`config.mk`:
```
export PLATFORM = sky130hd
export DESIGN_NAME = ifu_prefetch
export DESIGN_NICKNAME = d
export VERILOG_FILES = /design/src/rtl/ifu_pkg.sv /design/src/rtl/ifu_entry_buf.sv /design/src/rtl/ifu_prefetch.sv
export SDC_FILE = /design/constraint.sdc
export NUM_CORES = 1
export LEC_CHECK = 0
export ABC_CLOCK_PERIOD_IN_PS = 3750
export CORE_MARGIN = 3
export CORE_UTILIZATION = 45
export CTS_CLUSTER_DIAMETER = 40
export DETAILED_ROUTE_END_ITERATION = 10
export PLACE_DENSITY = 0.72
export RECOVER_POWER = 50
export SLEW_MARGIN = 20
export SYNTH_ARGS = -nofsm -noshare
export SYNTH_HDL_FRONTEND = slang
export SYNTH_SLANG_ARGS = --single-unit
```
`constraint.sdc`:
```
create_clock -name clk -period 3.75 [get_ports clk]
set_input_delay 0.9375 -clock clk [delete_from_list [all_inputs] [get_ports clk]]
set_output_delay 0.9375 -clock clk [all_outputs]
set_load 0.005 [all_outputs]
```
`src/rtl/ifu_pkg.sv`:
```
// Shared constants and helpers for the instruction-fetch front end.
package ifu_pkg;

   localparam int INST_W   = 32;
   localparam int MAX_XLEN = 64;
   // Width of the outstanding-request counters. Stale requests from earlier
   // redirects stay outstanding while new ones are issued, so this is wider
   // than the buffer count.
   localparam int PEND_W   = 16;

   localparam logic [INST_W-1:0] NOP_INST         = 32'h00000013;
   localparam logic [31:0]       RESET_PC_DEFAULT = 32'h80000000;

   // Instruction addresses are word aligned: clear the two low bits.
   function automatic logic [MAX_XLEN-1:0] align_pc(input logic [MAX_XLEN-1:0] pc);
      return {pc[MAX_XLEN-1:2], 2'b00};
   endfunction

endpackage

```
`src/rtl/ifu_entry_buf.sv`:
```
// In-order fetch buffer: entries are allocated when a request is accepted,
// filled when its response returns, and popped when the decoder takes them.
// Pointers wrap naturally; full/empty is decided by count alone.
module ifu_entry_buf
   import ifu_pkg::*;
#(
   parameter int XLEN  = 32,
   parameter int DEPTH = 4,
   localparam int PW   = $clog2(DEPTH)
) (
   input  logic              clk,
   input  logic              rst,
   input  logic              flush,
   input  logic              alloc_en,
   input  logic [XLEN-1:0]   alloc_pc,
   input  logic              fill_en,
   input  logic [INST_W-1:0] fill_inst,
   input  logic              pop_en,
   output logic [PW:0]       count,
   output logic              head_valid,
   output logic [XLEN-1:0]   head_pc,
   output logic [INST_W-1:0] head_inst
);

   logic [PW-1:0]     alloc_ptr;
   logic [PW-1:0]     fill_ptr;
   logic [PW-1:0]     pop_ptr;
   logic [DEPTH-1:0]  filled;
   logic [XLEN-1:0]   pc_mem   [DEPTH];
   logic [INST_W-1:0] inst_mem [DEPTH];

   // Pointer, count and filled-bit bookkeeping; a flush empties the buffer.
   always_ff @(posedge clk or posedge rst) begin
      if (rst) begin
         alloc_ptr <= '0;
         fill_ptr  <= '0;
         pop_ptr   <= '0;
         count     <= '0;
         filled    <= '0;
      end else if (flush) begin
         alloc_ptr <= '0;
         fill_ptr  <= '0;
         pop_ptr   <= '0;
         count     <= '0;
         filled    <= '0;
      end else begin
         if (alloc_en) begin
            alloc_ptr         <= alloc_ptr + 1'b1;
            filled[alloc_ptr] <= 1'b0;
         end
         if (fill_en) begin
            fill_ptr         <= fill_ptr + 1'b1;
            filled[fill_ptr] <= 1'b1;
         end
         if (pop_en) begin
            pop_ptr <= pop_ptr + 1'b1;
         end
         case ({alloc_en, pop_en})
            2'b10:   count <= count + 1'b1;
            2'b01:   count <= count - 1'b1;
            default: count <= count;
         endcase
      end
   end

   // Entry payload storage; contents of free entries are don't-care.
   always_ff @(posedge clk) begin
      if (alloc_en) begin
         pc_mem[alloc_ptr] <= alloc_pc;
      end
      if (fill_en) begin
         inst_mem[fill_ptr] <= fill_inst;
      end
   end

   assign head_valid = (count != '0) && filled[pop_ptr];
   assign head_pc    = pc_mem[pop_ptr];
   assign head_inst  = inst_mem[pop_ptr];

endmodule

```
`src/rtl/ifu_prefetch.sv`:
```
// Instruction-fetch front end: owns the fetch PC, issues in-order requests to
// instruction memory, buffers up to DEPTH fetches and hands {pc, inst} to the
// decoder. A redirect flushes the buffer and marks outstanding responses stale.
// Optional build macro IFU_PERF_CNT_EN adds perf_fetch_cnt / perf_drop_cnt.
//
// Handshakes: a transfer happens on a cycle where valid && ready at the clock
// edge. Once raised, valid and its payload hold until ready, except that a
// redirect may withdraw a fetch request. Memory responses have no ready: they
// return in request order and are always accepted.
module ifu_prefetch
   import ifu_pkg::*;
#(
   parameter int              XLEN     = 32,
   parameter logic [XLEN-1:0] RESET_PC = XLEN'(RESET_PC_DEFAULT),
   parameter int              DEPTH    = 4
) (
   input  logic              clk,
   input  logic              rst,
   output logic              imem_req_valid,
   input  logic              imem_req_ready,
   output logic [XLEN-1:0]   imem_req_addr,
   input  logic              imem_resp_valid,
   input  logic [INST_W-1:0] imem_resp_inst,
   output logic              out_valid,
   input  logic              out_ready,
   output logic [XLEN-1:0]   out_pc,
   output logic [INST_W-1:0] out_inst,
   input  logic              redirect_en,
   input  logic [XLEN-1:0]   redirect_pc
`ifdef IFU_PERF_CNT_EN
   ,
   output logic [31:0]       perf_fetch_cnt,
   output logic [31:0]       perf_drop_cnt
`endif
);

   localparam int PW = $clog2(DEPTH);
   localparam int CW = PW + 1;

   logic [XLEN-1:0]   fetch_pc;
   logic [PEND_W-1:0] pending;
   logic [PEND_W-1:0] discard;
   logic [CW-1:0]     count;
   logic              head_valid;
   logic [INST_W-1:0] head_inst;
   logic              req_fire;
   logic              resp_take;
   logic              resp_drop;
   logic              fill_en;
   logic              pop_en;

   assign imem_req_valid = !rst && (count < CW'(DEPTH)) && !redirect_en;
   assign imem_req_addr  = fetch_pc;
   assign req_fire       = imem_req_valid && imem_req_ready;

   // A response with nothing outstanding is ignored entirely.
   assign resp_take = imem_resp_valid && (pending != '0);
   assign resp_drop = resp_take && (redirect_en || (discard != '0));
   assign fill_en   = resp_take && !resp_drop;

   assign out_valid = head_valid;
   assign out_inst  = head_valid ? head_inst : NOP_INST;
   assign pop_en    = head_valid && out_ready && !redirect_en;

   ifu_entry_buf #(
      .XLEN  (XLEN),
      .DEPTH (DEPTH)
   ) u_buf (
      .clk        (clk),
      .rst        (rst),
      .flush      (redirect_en),
      .alloc_en   (req_fire),
      .alloc_pc   (fetch_pc),
      .fill_en    (fill_en),
      .fill_inst  (imem_resp_inst),
      .pop_en     (pop_en),
      .count      (count),
      .head_valid (head_valid),
      .head_pc    (out_pc),
      .head_inst  (head_inst)
   );

   // Fetch PC: restart at the aligned target on redirect, else step per request.
   always_ff @(posedge clk or posedge rst) begin
      if (rst) begin
         fetch_pc <= RESET_PC;
      end else if (redirect_en) begin
         fetch_pc <= XLEN'(align_pc(MAX_XLEN'(redirect_pc)));
      end else if (req_fire) begin
         fetch_pc <= fetch_pc + XLEN'(4);
      end
   end

   // Outstanding and stale-response counters. On redirect every request still
   // outstanding after this cycle becomes stale.
   always_ff @(posedge clk or posedge rst) begin
      if (rst) begin
         pending <= '0;
         discard <= '0;
      end else begin
         assert (!(imem_resp_valid && (pending == '0)));
         if (redirect_en) begin
            pending <= pending - PEND_W'(resp_take);
            discard <= pending - PEND_W'(resp_take);
         end else begin
            pending <= pending + PEND_W'(req_fire) - PEND_W'(resp_take);
            if (resp_drop) begin
               discard <= discard - 1'b1;
            end
         end
      end
   end

`ifdef IFU_PERF_CNT_EN
   // Delivered-instruction and dropped-response event counters.
   always_ff @(posedge clk or posedge rst) begin
      if (rst) begin
         perf_fetch_cnt <= '0;
         perf_drop_cnt  <= '0;
      end else begin
         if (pop_en) begin
            perf_fetch_cnt <= perf_fetch_cnt + 32'd1;
         end
         if (resp_drop) begin
            perf_drop_cnt <= perf_drop_cnt + 32'd1;
         end
      end
   end
`else
   // No performance counters in this build.
`endif

endmodule

```
==> metrics.md, run 1 <==
| Metric | Value |
|---|---|
| Yosys warnings | 0 |
| Post-synth EDFFs | 248 |
| Slew headroom | -0.3412 |
| Clock Latency Late Sink | 0.53 ns |
| Slowest cell on the critical path | mux4_2 |
| DRT antenna net count | 0 |
| Die Height | between 150 and 200 um |
| Clock Tree Buf Depth | 3 |
| Top_reg_cell synth | edfxtp_1 |
| Vias in the first global route | ~9,200 |
| Total vias in the final route | 9,123 |
| Max incr delay on CP | 0.57 ns |
| Final Hold Viols | 0 |
| Post-synth top area share | 0.5141 |
| Worst setup path start | u_buf.pop_ptr[0] |
| Synth area leader | edfxtp_1 |
| Cell area after synthesis | 0.01449 mm2 |
| Largest net degree at the start of global routing | 76 |
| CP Data Arrival Time | 2.61 ns |
| Synth unique cells | 69 |
| Stages on worst setup path | 4 |
| First-pass iteration count of the detailed router | 5 |
| Placed cell count | 1,531 |
| WS Path Type | reg2out |
| Area grow syn2layout | 26.29% |
| Starting DRT DRC Count | 673 |
| Mean area per synthesized cell | around 15 um2 |
| Slew Viols, Final | 76 |
| FP Rows | 65 |
| Sequential-to-total area share from yosys stat | 0.6438 |
| Most frequent cell after synthesis | edfxtp_1 |
| CTS buffer count | 44 |
| Drt wl/cell | 19.90 um |
| CP bufs+invs | 2 |
| R2R Setup Slk | around 0.29 ns |
| Crit path time final | 3.550 ns |
| Leakage | 6.495 nW |
| Fillers | 2,469 |
| Reg clk slew, reported paths | roughly 0.060 ns |
| Period utilisation layout | 0.9468 |
| Die W | 185.4 um |
| Dpl hpwl | 20,190 um |
| Met1 WL | 13,390 um |
| Initial antenna violation count | 3 |
| CP Launch Type | flop |
| Failing checks | max-capacitance violations, max-slew violations |
| Peak VDD IR | approximately 0.00029 V |
| Outcome | complete, but fails checks |
| Maximum clock rate | roughly 0.28 GHz |
| Post-layout nets | 1,293 |
| Slew @ Worst Pin | 2.012 ns |
| H-tree depth | 2 |
| Area of the multi-input gates | 0.004843 mm2 |
| Non-Filler Instances | between 1,500 and 2,000 |
| Grt total ovfl | 0 |
| Top area cells in the synthesized netlist | edfxtp_1 (51%), dfrtp_1 (13%), mux4_2 (9.8%) |
| Critical Path End | out_inst[4] |
| Dpl ws | -0.4448 ns |
| Core box area | 0.03164 mm2 |
| CP Capture Type | primary output |
| DR WL met2 | 16,240 um |
| First-pass GRT wire length | around 51,000 um |
| Detailed-route DRC error count | 0 |
| Setup slack after layout | 0.1995 ns |
| Reg2reg path depth | 16 |
| FF+latch count, synth | 323 |
| CTS Root Cell | clkbuf_16 |
| PortBufs | 161 |
| Post-Synthesis Cells | 966 |
| Max cap viols | 1 |
| Final Wtd Congestion | between 0.8 and 0.9 |
| Synth async-reset ratio | 0.2322 |
| Final Skew | 0.01879 ns |
| Overall routing resource usage | 0.1870 |
| RR Endpoint | pending[12] |
| Top Ports | 168 |
| Register Area | between 0.009 and 0.01 mm2 |
| CP top delay family | buffers and inverters |
| TritonCTS clock tree | done |
| Hold Buf Count CTS | 0 |
| Top routing layer used | met5 |
| Final setup fails | 0 |
| Total power | 10.74 mW |
| Crit path max fanout | 20 |
| Share of layout cells above drive strength 1 | 0.1660 |
| Hold Crit Class | reg2reg |
| DR vias/cell | 5.649 |
| DIE AREA | approximately 0.034 mm2 |
| Num Clock Sinks | 323 |
| Post-CTS Setup Inserts | 0 |
| Initial Util | 0.4579 |
| Synth cell count leaders | edfxtp_1 (248), dfrtp_1 (74), nand2_1 (69) |
| CP required | 2.81 ns |
| Detail Route met3 WL | 1759 um |
| Critical-path cell list | buf_4 -> mux4_2 -> nand2b_1 -> clkdlybuf4s50_1 |
| Cell area power density | 587.0 mW/mm2 |
| R2R Path Start | pending[5] |
| WL final | around 32,000 um |
-- flip-flops by register name, summed over array words and instances (netlist names) --
| register | count |
|---|---|
| imem_req_addr | 30 |
| u_buf.pc_mem | 120 |
| u_buf.alloc_ptr | 2 |
| u_buf.count | 3 |
| u_buf.inst_mem | 128 |
| u_buf.filled | 4 |
| discard | 16 |
| u_buf.fill_ptr | 2 |
| pending | 16 |
| u_buf.pop_ptr | 2 |
-- cell type report --
cell class | count | area share
inverter | 46 | 0.009507
antenna | 2 | 0.0002736
multi-input combinational | 559 | 0.2648
sequential | 323 | 0.5100
timing repair buffer | 201 | 0.1074
tap | 402 | 0.02749
clock buffer | 54 | 0.06566
clock inverter | 28 | 0.01491
-- metal layers --
| layer | GRT usage | vias up |
|---|---|---|
| met5 | 0 | - |
| met4 | 0.05582 | 2 |
| met3 | 0.03181 | 59 |
| met2 | 0.3217 | 285 |
| met1 | 0.2458 | 4637 |
| li1 | - | 4140 |
-- report_power, final --
group          total, mW  switching, mW  internal (mW)
Clock               4.03           1.61           2.42
Sequential          4.36          0.245           4.11
Combinational       2.35           1.25           1.10
-- logic make-up (layout without fill, tap and decap cells) --
logic type | after synthesis | after routing | share of synthesized area
flops | 323 | 323 | 0.6438
simple gates | 255 | 255 | 0.09174
compound gates | 140 | 140 | 0.06712
buf+inv | 87 | 329 | 0.02548
mux | 79 | 79 | 0.1092
fa+ha+maj | 48 | 48 | 0.04250
xor+xnor | 33 | 33 | 0.01995
other cells | 1 | 6 | 0.0002589
-- placed cells by master (no fill, tap or decap), drive strengths merged, types with 4 or more instances in the layout --
cell	instances
a21boi	9
a21oi	31
a221o	11
a31oi	5
and2	37
and3	8
buf	36
clkbuf	59
clkdlybuf4s50	127
clkinv	16
clkinvlp	4
conb	4
dfrtp	74
dlygate4sd3	32
edfxtp	248
ha	46
inv	53
mux2i	14
mux4	63
nand2	69
nand2b	8
nand3	21
nand4	7
nor2	47
nor3	17
nor3b	8
nor4	10
o211ai	8
o21ai	31
o311ai	13
o31ai	4
or4	6
xnor2	26
xor2	7
-- worst min path at each step --
| stage | from | to | depth (start not counted) |
|---|---|---|---|
| after floorplan | u_buf.filled[1] | u_buf.filled[1] | 2 |
| after CTS | u_buf.filled[0] | u_buf.filled[0] | 2 |
| after global routing | u_buf.filled[3] | u_buf.filled[3] | 2 |
| after detailed placement | u_buf.filled[3] | u_buf.filled[3] | 2 |
| final | u_buf.filled[0] | u_buf.filled[0] | 2 |
| after global placement | u_buf.filled[0] | u_buf.filled[0] | 2 |
-- tightest hold or removal path: cells and delay by family (launching register included) --
family | cells | cell delay, ns
compound gates | 1 | 0.06
flops | 1 | 0.35
simple gates | 1 | 0.08
-- metrics by stage --
stage                       util  setup TNS [ns]  instance area [um2]  hold WS [ns]
after floorplan                -               0                14500        0.4769
after global placement    0.5329          -1.333                16860        0.4967
final                     0.5782               0                18290        0.5262
after CTS                 0.5795               0                18330        0.5283
after detailed placement  0.5329          -1.729                16860        0.5115
after global routing      0.5782       -0.002419                18290        0.5708
-- repair_timing --
item	in CTS	in global routing
gates resized for setup	0	8
hold endpoints to repair	0	0
endpoints found under the setup margin	0	2
Power figures use the tool's default switching activity.
==> run 2: changes to the inputs <==
--- a/config.mk
+++ b/config.mk
@@ -15,4 +15,5 @@
 export SLEW_MARGIN = 20
 export SYNTH_ARGS = -nofsm -noshare
 export SYNTH_HDL_FRONTEND = slang
+export SYNTH_HIERARCHICAL = 1
 export SYNTH_SLANG_ARGS = --single-unit
==> metrics.md, run 2 <==
| Metric | Value |
|---|---|
| FF+latch count, synth | 331 (+2.5%) |
| WS Path Type | in2reg |
| Grt total ovfl | 0 (unchanged) |
| Top_reg_cell synth | edfxtp_1 |
| Sequential-to-total area share from yosys stat | 0.6451 (+0.001371) |
| Final Wtd Congestion | 0.8343 (about the same) |
| Post-Synthesis Cells | 961 (-0.52%) |
| Slew headroom | 0.2060 (+0.5472) |
| Fillers | 2,474 (+0.20%) |
| First-pass GRT wire length | 51,640 um (+2.1%) |
| Mean area per synthesized cell | 15.43 um2 (+2.9%) |
| PortBufs | 163 (+1.2%) |
| Slew Viols, Final | 0 (-100%) |
| FP Rows | 65 (unchanged) |
| Dpl hpwl | 21,780 um (+7.9%) |
| XOR/XNOR Fraction of Synth Area | 0.02540 (+0.005447) |
| Initial antenna violation count | 2 (-1) |
| Post-layout nets | 1,298 (+0.39%) |
| Crit path time final | 3.558 ns (+0.007625 ns) |
| CTS Root Cell | clkbuf_16 |
| Final setup fails | 0 (unchanged) |
| DRT antenna net count | 0 (unchanged) |
| Clock Tree Buf Depth | 3 (unchanged) |
| First-pass iteration count of the detailed router | 5 (unchanged) |
| Drt wl/cell | 19.81 um (-0.43%) |
| Maximum clock rate | 0.2811 GHz (-0.21%) |
| CP Launch Type | primary input |
| Core box area | 0.03204 mm2 (+1.3%) |
| Initial Util | 0.4627 (+0.004850) |
| Top area cells in the synthesized netlist | edfxtp_1 (52%), dfrtp_1 (12%), mux4_2 (9.9%) |
| Reg clk slew, reported paths | 0.06 ns (about the same) |
| Non-Filler Instances | 1,650 (+2.2%) |
| Yosys warnings | 6 (+6) |
| Slew @ Worst Pin | 1.190 ns (-0.8221 ns) |
| RSZ-0062 raised after global routing | no |
| Commonest non-fill, non-tap cell in the layout | edfxtp_1 |
| DR vias/cell | 5.375 (-4.8%) |
| Setup slack after layout | 0.1919 ns (-0.007625 ns) |
| Area grow syn2layout | 25.69% |
| Util after Layout | 0.5816 (+0.003322) |
| Cell area power density | 593.6 mW/mm2 (+1.1%) |
| Overall routing resource usage | 0.1868 (-0.0002243) |
| Register Area | 0.009570 mm2 (+2.6%) |
| Most frequent cell after synthesis | edfxtp_1 |
| Largest net degree at the start of global routing | 77 (+1.3%) |
| Total power | 11.06 mW (+3.0%) |
| Synth unique cells | 72 (+4.3%) |
| Die Height | 187.5 um (+1.1%) |
| Final hold slack | 0.5206 ns (-0.005603 ns) |
| Starting DRT DRC Count | 685 (+1.8%) |
| Final Hold Viols | 0 (unchanged) |
| Area of the multi-input gates | 0.004866 mm2 (+0.46%) |
| TritonCTS clock tree | done |
| Largest family of logic cells by synthesized area | multiplexers |
| CP Capture Type | flop |
| Placed cell count | 1,567 (+2.4%) |
| Synth cell count leaders | edfxtp_1 (256), dfrtp_1 (74), mux4_2 (65) |
| Total vias in the final route | 8,869 (-2.8%) |
| Cell area after synthesis | 0.01483 mm2 (+2.4%) |
| Period utilisation layout | 0.9488 (+0.002033) |
| Compound-Gate Fraction of Synth Area | 0.05932 (-0.007791) |
| Num Clock Sinks | 331 (+2.5%) |
| CP Data Arrival Time | 3.94 ns (+1.33 ns) |
| Peak VDD IR | 0.0004916 V (+67%) |
| Die W | 187.5 um (+1.1%) |
| Dpl ws | -0.2555 ns (+0.1893 ns) |
| Top Ports | 168 (unchanged) |
| Final Skew | 0.01896 ns (+0.0001732 ns) |
| H-tree depth | 2 (unchanged) |
| Simple-gate share of the synthesized area | 0.08844 (-0.003295) |
| Vias in the first global route | 9,055 (-1.7%) |
| CTS buffer count | 43 (-2.3%) |
| Synth async-reset ratio | 0.2266 (-0.005612) |
| Crit path max fanout | 23 (+15%) |
| DIE AREA | 0.03516 mm2 (+2.3%) |
| Commonest non-fill, non-tap cells in the layout | edfxtp_1 (256), clkdlybuf4s50_1 (129), dfrtp_1 (72), mux4_2 (65), nand2_1 (61) |
| WL final | 32,690 um (+1.7%) |
| Mux cell area share after synthesis | 0.1095 (+0.0003539) |
| Hold Crit Class | reg2reg |
| Hold Buf Count CTS | 0 (unchanged) |
| Post-synth EDFFs | 256 (+3.2%) |
| Clock Latency Late Sink | 0.53 ns (about the same) |
| Post-synth top area share | 0.5185 (+0.004358) |
| Outcome | completed |
| Share of layout cells above drive strength 1 | 0.1599 (-0.006044) |
| Detailed-route DRC error count | 0 (unchanged) |
| Max cap viols | 0 (-1) |
| CP required | 4.13 ns (+1.32 ns) |
| Post-Synth Adder-Cell Area | 0.04236 (-0.0001352) |
| Synth area leader | edfxtp_1 |
| Leakage | 6.646 nW (+2.3%) |
-- run 2: changes by cell type in the layout (fill, tap and decap cells not counted), sizes merged, moves of 6 or more --
cell    before  now
edfxtp     248  256
inv         53   61
nand2       69   62
buf         36   30
conb         4   10
nor2        47   41
or3          3    9
or4          6    0
xor2         7   13
-- run 2: what timing repair did --
item / CTS / global route
buffers inserted: 0 / 2
setup endpoints to repair: 0 / 6
endpoints found under the hold margin: 0 / 0
gates resized for setup: 0 / 3
-- run 2: worst paths after layout --
check | startpoint | endpoint | slack, ns | cells past startpoint
max | rst | u_buf/count[2] | 0.19 | 10
min | u_buf/filled[2] | u_buf/filled[2] | 0.52 | 2
max reg2reg | pending[6] | pending[12] | 0.26 | 16
min reg2reg | u_buf/filled[2] | u_buf/filled[2] | 0.52 | 2
max in group asynchronous | rst | pending[4] | 0.87 | 4
min in group asynchronous | rst | u_buf/pop_ptr[0] | 1.09 | 3
-- run 2: where the power goes --
group          switching (mW)  leakage (nW)  internal [mW]  total [mW]
logic                    1.25          2.70           1.09        2.33
clock network            1.65         0.731           2.59        4.24
registers               0.277          3.22           4.21        4.49
total                    3.17          6.65           7.89        11.1
-- run 2: critical path, cell delays in order --
cell	delay, ns
dlygate4sd3_1	0.58
nor3_4	0.20
nand2_1	0.14
clkbuf_1	0.46
inv_1	0.52
nor2b_1	0.11
fa_1	0.39
nor3b_1	0.29
o21ai_0	0.14
nor3b_1	0.15
-- run 2: area by class of cell --
cell class | instances | share of cell area
diodes | 2 | 0.0002686
clock buffers | 47 | 0.05855
inverters | 51 | 0.01027
flip-flops and latches | 331 | 0.5136
clock inverters | 32 | 0.02249
well taps | 435 | 0.02921
repair buffers | 201 | 0.1045
multi-input cells | 551 | 0.2611
-- run 2: kinds of logic (layout without fill, tap and decap cells) --
group / Yosys count / in the layout
flip-flops: 331 / 331
AO/OA/AOI/OAI: 127 / 127
other: 1 / 12
multiplexers: 81 / 81
buffers and inverters: 88 / 331
XOR/XNOR: 43 / 43
adder cells (fa/ha/maj): 49 / 49
AND/OR/NAND/NOR: 241 / 241
-- run 2: stage by stage --
| stage | setup TNS, ns | instance area, um2 |
|---|---|---|
| 3_3_place_gp | -0.5562 | 17150 |
| 3_5_place_dp | -0.6827 | 17150 |
| 6_report | 0 | 18640 |
| 5_1_grt | 0 | 18640 |
| 2_1_floorplan | 0 | 14860 |
| 4_1_cts | 0 | 18660 |
-- run 2: layer usage --
metal	up-vias	share of wire	global-route usage
li1	4108	-	-
met1	4446	0.41	0.2434
met2	256	0.51	0.3185
met3	59	0.050	0.03533
met4	0	0.026	0.06118
met5	-	0	0
